<file path="config.mk">
export PLATFORM = sky130hd
export DESIGN_NAME = wb_master_arbiter_flat
export DESIGN_NICKNAME = d
export VERILOG_FILES = /design/src/rtl/wb_arb_pkg.sv /design/src/rtl/wb_master_arbiter_if.sv /design/src/rtl/rr_arbiter.sv /design/src/rtl/wb_master_arbiter.sv /design/src/flat_wrapper.sv
export SDC_FILE = /design/constraint.sdc
export NUM_CORES = 1
export LEC_CHECK = 0
export CORE_AREA = 2 2 113 115
export CTS_CLUSTER_SIZE = 30
export DETAILED_ROUTE_END_ITERATION = 8
export DIE_AREA = 0 0 115 117
export PLACE_DENSITY = 0.61
export REMOVE_ABC_BUFFERS = 1
export SLEW_MARGIN = 40
export SYNTH_ARGS = -nofsm -noshare
export SYNTH_HDL_FRONTEND = slang
export SYNTH_SLANG_ARGS = --single-unit
</file>
<file path="constraint.sdc">
create_clock -name wb_clk_i -period 2.2 [get_ports wb_clk_i]
set_input_delay 0.22 -clock wb_clk_i [delete_from_list [all_inputs] [get_ports wb_clk_i]]
set_output_delay 0.22 -clock wb_clk_i [all_outputs]
set_load 0.01 [all_outputs]
</file>
<file path="src/rtl/wb_arb_pkg.sv">
// wb_arb_pkg: shared types and bus widths for the Wishbone master arbiter
package wb_arb_pkg;
  typedef enum logic [1:0] {IDLE, BUSY, ERR} arb_state_t;
  localparam int WB_ADR_W = 32;
  localparam int WB_DAT_W = 32;
  localparam int WB_SEL_W = 4;
endpackage

</file>
<file path="src/rtl/wb_master_arbiter_if.sv">
// wb_master_arbiter_if: bus masters plus decoder-side Wishbone bundle around the arbiter
interface wb_master_arbiter_if import wb_arb_pkg::*; #(
  parameter int NUM_MASTERS = 2
);
  logic [NUM_MASTERS-1:0] m_cyc_i;
  logic [NUM_MASTERS-1:0] m_stb_i;
  logic [NUM_MASTERS-1:0] m_we_i;
  logic [WB_SEL_W*NUM_MASTERS-1:0] m_sel_i;
  logic [WB_ADR_W*NUM_MASTERS-1:0] m_adr_i;
  logic [WB_DAT_W*NUM_MASTERS-1:0] m_dat_i;
  logic [NUM_MASTERS-1:0] m_ack_o;
  logic [NUM_MASTERS-1:0] m_err_o;
  logic [WB_DAT_W-1:0] m_dat_o;
  logic s_cyc_o;
  logic s_stb_o;
  logic s_we_o;
  logic [WB_SEL_W-1:0] s_sel_o;
  logic [WB_ADR_W-1:0] s_adr_o;
  logic [WB_DAT_W-1:0] s_dat_o;
  logic s_ack_i;
  logic [WB_DAT_W-1:0] s_dat_i;
  logic [NUM_MASTERS-1:0] grant_o;
  logic timeout_o;
  modport slave (
    input m_cyc_i, m_stb_i, m_we_i, m_sel_i, m_adr_i, m_dat_i, s_ack_i, s_dat_i,
    output m_ack_o, m_err_o, m_dat_o, s_cyc_o, s_stb_o, s_we_o, s_sel_o, s_adr_o, s_dat_o,
    output grant_o, timeout_o
  );
  modport master (
    output m_cyc_i, m_stb_i, m_we_i, m_sel_i, m_adr_i, m_dat_i, s_ack_i, s_dat_i,
    input m_ack_o, m_err_o, m_dat_o, s_cyc_o, s_stb_o, s_we_o, s_sel_o, s_adr_o, s_dat_o,
    input grant_o, timeout_o
  );
endinterface

</file>
<file path="src/rtl/rr_arbiter.sv">
// rr_arbiter: combinational round-robin pick of the first requester after ptr
module rr_arbiter #(
  parameter int N = 2,
  localparam int W = N > 1 ? $clog2(N) : 1
) (
  input  logic [N-1:0] req,
  input  logic [W-1:0] ptr,
  output logic [N-1:0] gnt,
  output logic [W-1:0] idx
);
  logic [W-1:0] k;
  // Scan from farthest to nearest so the requester closest after ptr overwrites last.
  always_comb begin
    gnt = '0;
    idx = '0;
    k = '0;
    for (int i = N; i >= 1; i--) begin
      k = W'((int'(ptr) + i) % N);
      if (req[k]) begin
        gnt = '0;
        gnt[k] = 1'b1;
        idx = k;
      end
    end
  end
endmodule

</file>
<file path="src/rtl/wb_master_arbiter.sv">
// wb_master_arbiter: round-robin Wishbone master arbiter with per-transfer watchdog
module wb_master_arbiter import wb_arb_pkg::*; #(
  parameter int NUM_MASTERS = 2,
  parameter int TIMEOUT_CYCLES = 255,
  parameter int TIMEOUT_W = 8
) (
  input logic wb_clk_i,
  input logic wb_rst_i,
  wb_master_arbiter_if.slave bus
);
  localparam int IW = NUM_MASTERS > 1 ? $clog2(NUM_MASTERS) : 1;
  arb_state_t state;
  logic [NUM_MASTERS-1:0] req, nxt_gnt, grant;
  logic [IW-1:0] nxt_idx, g, ptr;
  logic [TIMEOUT_W-1:0] wd;
  logic busy, wait_c, timeout;
  logic [WB_SEL_W-1:0] sel_a [NUM_MASTERS];
  logic [WB_ADR_W-1:0] adr_a [NUM_MASTERS];
  logic [WB_DAT_W-1:0] dat_a [NUM_MASTERS];
  for (genvar k = 0; k < NUM_MASTERS; k++) begin : g_unpack
    assign sel_a[k] = bus.m_sel_i[WB_SEL_W*k +: WB_SEL_W];
    assign adr_a[k] = bus.m_adr_i[WB_ADR_W*k +: WB_ADR_W];
    assign dat_a[k] = bus.m_dat_i[WB_DAT_W*k +: WB_DAT_W];
  end
  assign req = bus.m_cyc_i & bus.m_stb_i;
  rr_arbiter #(.N(NUM_MASTERS)) u_rr (.req(req), .ptr(ptr), .gnt(nxt_gnt), .idx(nxt_idx));
  // Slave side is live only in BUSY; IDLE and ERR present an idle bus.
  assign busy = state == BUSY;
  assign bus.s_cyc_o = busy & bus.m_cyc_i[g];
  assign bus.s_stb_o = busy & bus.m_stb_i[g];
  assign bus.s_we_o = busy & bus.m_we_i[g];
  assign bus.s_sel_o = busy ? sel_a[g] : '0;
  assign bus.s_adr_o = busy ? adr_a[g] : '0;
  assign bus.s_dat_o = busy ? dat_a[g] : '0;
  assign wait_c = bus.s_stb_o & ~bus.s_ack_i;
  assign bus.m_ack_o = (bus.s_stb_o & bus.s_ack_i) ? grant : '0;
  assign bus.m_err_o = state == ERR ? grant : '0;
  assign bus.m_dat_o = bus.s_dat_i;
  assign bus.grant_o = grant;
  assign bus.timeout_o = timeout;
  always_ff @(posedge wb_clk_i or posedge wb_rst_i)
    if (wb_rst_i) begin
      state <= IDLE;
      grant <= '0;
      g <= '0;
      ptr <= IW'(NUM_MASTERS - 1);
      wd <= '0;
      timeout <= 1'b0;
    end else begin
      case (state)
        IDLE: if (|req) begin
          state <= BUSY;
          grant <= nxt_gnt;
          g <= nxt_idx;
          ptr <= nxt_idx;
        end
        BUSY: if (!bus.m_cyc_i[g]) begin
          state <= IDLE;
          grant <= '0;
          wd <= '0;
        end else if (wait_c && wd == TIMEOUT_W'(TIMEOUT_CYCLES - 1)) begin
          state <= ERR;
          wd <= '0;
          timeout <= 1'b1;
        end else
          wd <= wait_c ? wd + 1'b1 : '0;
        default: begin
          state <= bus.m_cyc_i[g] ? BUSY : IDLE;
          grant <= bus.m_cyc_i[g] ? grant : '0;
        end
      endcase
    end
endmodule

</file>
<file path="src/flat_wrapper.sv">
// flat-port wrapper written by rule: the top's interface ports become plain ports
module wb_master_arbiter_flat import wb_arb_pkg::*;
#(
  parameter int NUM_MASTERS = 2,
  parameter int TIMEOUT_CYCLES = 255,
  parameter int TIMEOUT_W = 8
)
  (wb_clk_i, wb_rst_i, bus_m_cyc_i, bus_m_stb_i, bus_m_we_i, bus_m_sel_i, bus_m_adr_i, bus_m_dat_i, bus_s_ack_i, bus_s_dat_i, bus_m_ack_o, bus_m_err_o, bus_m_dat_o, bus_s_cyc_o, bus_s_stb_o, bus_s_we_o, bus_s_sel_o, bus_s_adr_o, bus_s_dat_o, bus_grant_o, bus_timeout_o);
  wb_master_arbiter_if #(.NUM_MASTERS(NUM_MASTERS)) bus_i ();
  input logic wb_clk_i;
  input logic wb_rst_i;
  input wire logic [$bits(bus_i.m_cyc_i)-1:0] bus_m_cyc_i;
  input wire logic [$bits(bus_i.m_stb_i)-1:0] bus_m_stb_i;
  input wire logic [$bits(bus_i.m_we_i)-1:0] bus_m_we_i;
  input wire logic [$bits(bus_i.m_sel_i)-1:0] bus_m_sel_i;
  input wire logic [$bits(bus_i.m_adr_i)-1:0] bus_m_adr_i;
  input wire logic [$bits(bus_i.m_dat_i)-1:0] bus_m_dat_i;
  input wire logic [$bits(bus_i.s_ack_i)-1:0] bus_s_ack_i;
  input wire logic [$bits(bus_i.s_dat_i)-1:0] bus_s_dat_i;
  output wire logic [$bits(bus_i.m_ack_o)-1:0] bus_m_ack_o;
  output wire logic [$bits(bus_i.m_err_o)-1:0] bus_m_err_o;
  output wire logic [$bits(bus_i.m_dat_o)-1:0] bus_m_dat_o;
  output wire logic [$bits(bus_i.s_cyc_o)-1:0] bus_s_cyc_o;
  output wire logic [$bits(bus_i.s_stb_o)-1:0] bus_s_stb_o;
  output wire logic [$bits(bus_i.s_we_o)-1:0] bus_s_we_o;
  output wire logic [$bits(bus_i.s_sel_o)-1:0] bus_s_sel_o;
  output wire logic [$bits(bus_i.s_adr_o)-1:0] bus_s_adr_o;
  output wire logic [$bits(bus_i.s_dat_o)-1:0] bus_s_dat_o;
  output wire logic [$bits(bus_i.grant_o)-1:0] bus_grant_o;
  output wire logic [$bits(bus_i.timeout_o)-1:0] bus_timeout_o;
  assign bus_i.m_cyc_i = bus_m_cyc_i;
  assign bus_i.m_stb_i = bus_m_stb_i;
  assign bus_i.m_we_i = bus_m_we_i;
  assign bus_i.m_sel_i = bus_m_sel_i;
  assign bus_i.m_adr_i = bus_m_adr_i;
  assign bus_i.m_dat_i = bus_m_dat_i;
  assign bus_i.s_ack_i = bus_s_ack_i;
  assign bus_i.s_dat_i = bus_s_dat_i;
  assign bus_m_ack_o = bus_i.m_ack_o;
  assign bus_m_err_o = bus_i.m_err_o;
  assign bus_m_dat_o = bus_i.m_dat_o;
  assign bus_s_cyc_o = bus_i.s_cyc_o;
  assign bus_s_stb_o = bus_i.s_stb_o;
  assign bus_s_we_o = bus_i.s_we_o;
  assign bus_s_sel_o = bus_i.s_sel_o;
  assign bus_s_adr_o = bus_i.s_adr_o;
  assign bus_s_dat_o = bus_i.s_dat_o;
  assign bus_grant_o = bus_i.grant_o;
  assign bus_timeout_o = bus_i.timeout_o;
  wb_master_arbiter #(.NUM_MASTERS(NUM_MASTERS), .TIMEOUT_CYCLES(TIMEOUT_CYCLES), .TIMEOUT_W(TIMEOUT_W)) u_core (.wb_clk_i(wb_clk_i), .wb_rst_i(wb_rst_i), .bus(bus_i));
endmodule
</file>
Word-level counts from Yosys, hierarchy flattened
Cells that the tools add are included.
Widths: inputs -> output; s select.

operators by class
  multiplexer cells = 43
  equal/unequal tests = 6
  add/sub/neg operators = 3
  bitwise operators = 8
  reduce and logical (&&, ||, !) cells = 9
  magnitude comparators = 6

operators by type and width
  kind                 count
  $mux 32              8
  $mux 8               3
  $mux 2               10
  $mux 4               4
  $mux 1               15
  $add 8x1->8 const B  1
  $eq 8x8->1 const B   1
  $lt 1x2->1 const B   3
  $reduce_and 2->1     3
  $and 1x1->1          5
  $pmux 2 s2           1
  $logic_and 1x1->1    3
  $ne 3x3->1 const B   1
  $reduce_and 3->1     1
  $add 1x1->1 const B  2
  $and 2x2->2          1
  $demux 1 s1          2
  $eq 2x1->1 const B   1
  $eq 2x2->1 const B   1
  $ge 1x1->1 const B   2
  $ge 2x2->1 const B   1
  $logic_not 2->1      1
  $ne 2x1->1 const B   1
  $ne 2x2->1 const B   1
  3 further kinds      3

storage, ports and cells
  register bits = 15
  input bits = 177
  output and inout port bits = 110
  word-level logic and storage cells = 81

Longest topological paths before layout
  depth in word-level cells = 9
  mapped depth = 6
  gate-level depth less buffers = 6

By module
From an unflattened synthesis, not the netlist that was laid out.

unflattened totals
  cells, all modules = 281
  area total of the unflattened synthesis = 2,142.1 sq um

modules (own cells, without submodules)
  module             cells an instance  instances  sequential area each (sq um)  area an instance (sq um)
  wb_master_arbiter  277                1          376.6                         2,115.8
  rr_arbiter         4                  1          0.0                           26.3

Least setup slack after synthesis
OpenSTA, ideal clock, no wires.

  kind = flip-flop to flip-flop
  start = register u_core.wd[0]
  end = register u_core.state[0]
  arrival time = 1,490 ps
  clock period less this slack = 1,614 ps
  setup time = 124 ps
  buffers on the path = 0
  slack = 586 ps
  stages on the path, launching flop included = 7
  data required time = 2,076 ps
  path through = dfrtp_1 > inv_1 > ha_1 > and3_1 > nand2_2 > or4_1 > a211o_1

on the way
  cells in the longest elaborated chain, start to end = 4

RTL lines
  element                            RTL line                 RTL
  start: declaration                 wb_master_arbiter.sv:15  logic [TIMEOUT_W-1:0] wd;
  start signal: assignment           wb_master_arbiter.sv:66  wd <= wait_c ? wd + 1'b1 : '0;
  $eq 8x8->1                         wb_master_arbiter.sv:61  end else if (wait_c && wd == TIMEOUT_W'(TIMEOUT_CYCLES - 1)) begin
  $logic_and 1x1->1                  wb_master_arbiter.sv:61
  $ne 3x3->1 (no source line)        -
  $reduce_and 2->1 (no source line)  -
  end signal: assignment             wb_master_arbiter.sv:68  state <= bus.m_cyc_i[g] ? BUSY : IDLE;
  end: declaration                   wb_master_arbiter.sv:12  arb_state_t state;

Every way passes these cells.
A chain may end at the register's enable or synchronous reset.

Worst setup path in the final report
  start = register u_core.g
  end = output port bus_s_adr_o[19]

on the way
  cells in the longest elaborated chain, start to end = 5

RTL lines
  element                                      RTL line                 RTL
  start: declaration                           wb_master_arbiter.sv:14  logic [IW-1:0] nxt_idx, g, ptr;
  start signal: assignment                     wb_master_arbiter.sv:54  g <= nxt_idx;
  $not 1->2 (not written as such)              wb_master_arbiter.sv:33  assign bus.s_adr_o = busy ? adr_a[g] : '0;
  $mux 32 (not written as such) (3 in series)  wb_master_arbiter.sv:33
  $mux 32                                      wb_master_arbiter.sv:33
  end: declaration                             flat_wrapper.sv:27       output wire logic [$bits(bus_i.s_adr_o)-1:0] bus_s_adr_o;

Every way passes these cells. The select of a mux whose other input is x is not followed.

==> results.json <==
{
  "postSynthRegisterBits": 15,
  "yosys.area_share.simple": 0.239,
  "clk_root_buffer_cell": "sky130_fd_sc_hd__clkbuf_16",
  "skew_ns": 0.00597,
  "max_cap_violations": 0,
  "first_pass_grt_wire_length_mm": 12.4,
  "synth.mux.area_fraction": 0.357,
  "final.hold.worst_slack_ns": 0.352,
  "min_period_ns": 2.15,
  "hp_class": "primary input to asynchronous set/reset pin",
  "final_tns_setup_ns": 0,
  "start_util": 0.169,
  "synth_fa_ha_area_frac": 0.0120,
  "antenna_violating_nets_left": 0,
  "post_synth_edffs": 0,
  "place_inst": 599,
  "clk-insertion-delay-late_ns": 0.25,
  "critical_path.max_fanout": 41,
  "numCtsBuffers": 3,
  "power.density_cell_area_nw_per_um2": 636,
  "outcome": "finished, final reports clean",
  "transition_time_at_the_pin_with_the_least_slew_margin_ns": 0.622,
  "worst_slack_at_placement_ns": 0.189,
  "fmax_mhz": 466,
  "critical_path_end_type": "primary output",
  "yosys-top-cells-area": "sky130_fd_sc_hd__mux2i_1, sky130_fd_sc_hd__dfrtp_1, sky130_fd_sc_hd__nor2_1",
  "hold_violations": 0,
  "largest_net_degree_at_the_start_of_global_routing": 42,
  "grt_overflow": 0,
  "rows": 41,
  "synth_common_cells": "sky130_fd_sc_hd__mux2i_1, sky130_fd_sc_hd__nor2_1, sky130_fd_sc_hd__buf_4",
  "synth_flop_type": "sky130_fd_sc_hd__dfrtp_1",
  "drive_above_1_share": 0.0464,
  "slew_headroom": 0.585,
  "async_flop_share": 1.00,
  "report.final.setup_viol": 0,
  "route.final.wire_length_mm": 9.32,
  "via_per_instance_ratio": 4.31,
  "dr_total_vias": 2597,
  "post-route-period-util": 0.976,
  "number_of_antenna_violations_at_the_first_check_in_global_routing": 0,
  "clockBufferDepth": 2,
  "wl_per_cell_um": 15.5,
  "die_width_um": 115,
  "layout-area-overhead-vs-synth_pct": 109,
  "tritoncts": "built",
  "post_synth.cell_area_avg_um2": 7.70,
  "clk_pin_slew_ns": 0.05,
  "dp_hpwl_mm": 7.56,
  "yosys_warnings": 0,
  "cp-start-kind": "register",
  "critPathArrivalTime_ns": 1.93,
  "combinational_family_with_the_most_area_after_synthesis": "multiplexers",
  "fin_util": 0.354,
  "unrepaired_setup_endpoints_after_global_routing": "true",
  "synth.distinct_cells": 35,
  "holdBufCountCts": 0,
  "synthCells": 271,
  "power_leakage_nw": 2.00,
  "postLayoutSetupSlackWorst_ns": 0.0530,
  "netlist_area_um2": 2090,
  "die_height_um": 117,
  "synthXorXnorAreaFrac": 0.00840,
  "gpl.final_weighted_congestion": 0.723,
  "fp.dieArea_um2": 13500,
  "h-tree-depth": 1,
  "number_of_clock_sinks": 15,
  "initialDrtViolationCount": 77,
  "critPathKind": "register to primary output",
  "drt-pass1-iter-count": 4,
  "synth.largest_area_cell": "sky130_fd_sc_hd__mux2i_1",
  "synth_top_cell_area_share": 0.350,
  "vdd_drop_max_uv": 322,
  "finish.net_count": 633,
  "drc": 0,
  "num_antenna_cells": 0,
  "port_buffers": 222,
  "compound_cell_area_share_of_the_yosys_netlist": 0.0450,
  "finalNonFillerCells": 603,
  "timing.critical_path.required_ns": 1.98,
  "portion_of_the_post_synthesis_area_used_by_sequential_elements": 0.181,
  "via_count_of_the_first_global_routing_pass": 2371,
  "grtUsageTotal": 0.116,
  "boundary_pins": 287,
  "timing_max_transition_violations_final": 0,
  "core-area_um2": 12300
}
## cells by family after synthesis
| kind of cell | Yosys count |
|---|---|
| and+or+nand+nor | 110 |
| adders and majority gates | 2 |
| muxes | 74 |
| DFF | 15 |
| AOI/OAI and AO/OA | 15 |
| xor gates and xnor gates | 2 |
| buffers and inverters | 53 |
## routing by layer
layer,part of all wire,routed length (um),GRT usage,vias up
li1,-,-,-,1251
met1,0.39,3640,0.135,1176
met2,0.47,4390,0.190,160
met3,0.14,1260,0.0695,8
met4,0.0014,13,0.0120,2
met5,0.0020,19,0.0148,-
## area by class of cell
class	instances	area (um^2)
flip-flops and latches	15	380
inverters	4	15.0
repair buffers	227	2300
multi-input cells	203	1390
fillers	1281	7960
clock inverters	1	7.51
clock buffers	3	75.1
well taps	150	188
## through the flow
stage / instance area (um^2) / power [mW]
floorplan: 1770 / 1.34
global placement: 4250 / 2.37
detailed placement: 4250 / 2.39
CTS: 4330 / 2.77
global route: 4360 / 2.95
finish: 4360 / 2.77
## where the power goes
part           internal [mW]  switching [mW]  total, mW  leakage, nW
registers              0.319          0.0540      0.373        0.196
clock network          0.245           0.122      0.367       0.0371
logic                   1.16           0.866       2.03         1.77
## what timing repair did
item / 4_1_cts / 5_1_grt
setup buffers: 0 / 0
setup endpoints to repair: 0 / 19
gates resized for setup: 0 / 6
## state kept, by name, indices dropped and copies added, names as in the netlist
name / cells
u_core.wd: 8
u_core.bus.grant_o: 2
u_core.state: 2
u_core.bus.timeout_o: 1
u_core.g: 1
u_core.ptr: 1
## path summary, 6_finish.rpt
kind                            cells after the start                  from  slack, ns                    to
worst max-delay path                                4              u_core.g       0.05       bus_s_adr_o[19]
worst min-delay path                                2              wb_rst_i       0.35       u_core.state[1]
worst max register to register                      4       u_core.state[1]       0.39       u_core.state[0]
worst min register to register                      1  u_core.bus.timeout_o       0.46  u_core.bus.timeout_o
max in group asynchronous                           2              wb_rst_i       1.39              u_core.g
min in group wb_clk_i                               0       bus_s_dat_i[16]       0.44       bus_m_dat_o[16]
## critical path, stage by stage (launching register included)
cell and delay (ns):
sky130_fd_sc_hd__dfrtp_4 0.50, sky130_fd_sc_hd__buf_16 0.27, sky130_fd_sc_hd__mux2i_2 0.31, sky130_fd_sc_hd__nor2_1 0.07, sky130_fd_sc_hd__clkdlybuf4s50_1 0.50
## layout by cell type (no fill, tap or decap), types with 2 or more instances in the layout
cell type and count:
sky130_fd_sc_hd__clkdlybuf4s50_1 222, sky130_fd_sc_hd__nor2_1 72, sky130_fd_sc_hd__mux2i_1 71, sky130_fd_sc_hd__dfrtp_1 13, sky130_fd_sc_hd__nand2_1 12, sky130_fd_sc_hd__nand3_1 7, sky130_fd_sc_hd__o21ai_0 6, sky130_fd_sc_hd__and3_1 4
sky130_fd_sc_hd__inv_1 4, sky130_fd_sc_hd__mux2i_2 3, sky130_fd_sc_hd__clkbuf_16 3, sky130_fd_sc_hd__nand2_2 2, sky130_fd_sc_hd__a31oi_1 2, sky130_fd_sc_hd__o21a_1 2, sky130_fd_sc_hd__and3b_1 2, sky130_fd_sc_hd__nor2b_1 2
sky130_fd_sc_hd__ha_1 2, sky130_fd_sc_hd__buf_6 2
(Power assumes the default switching activity.)
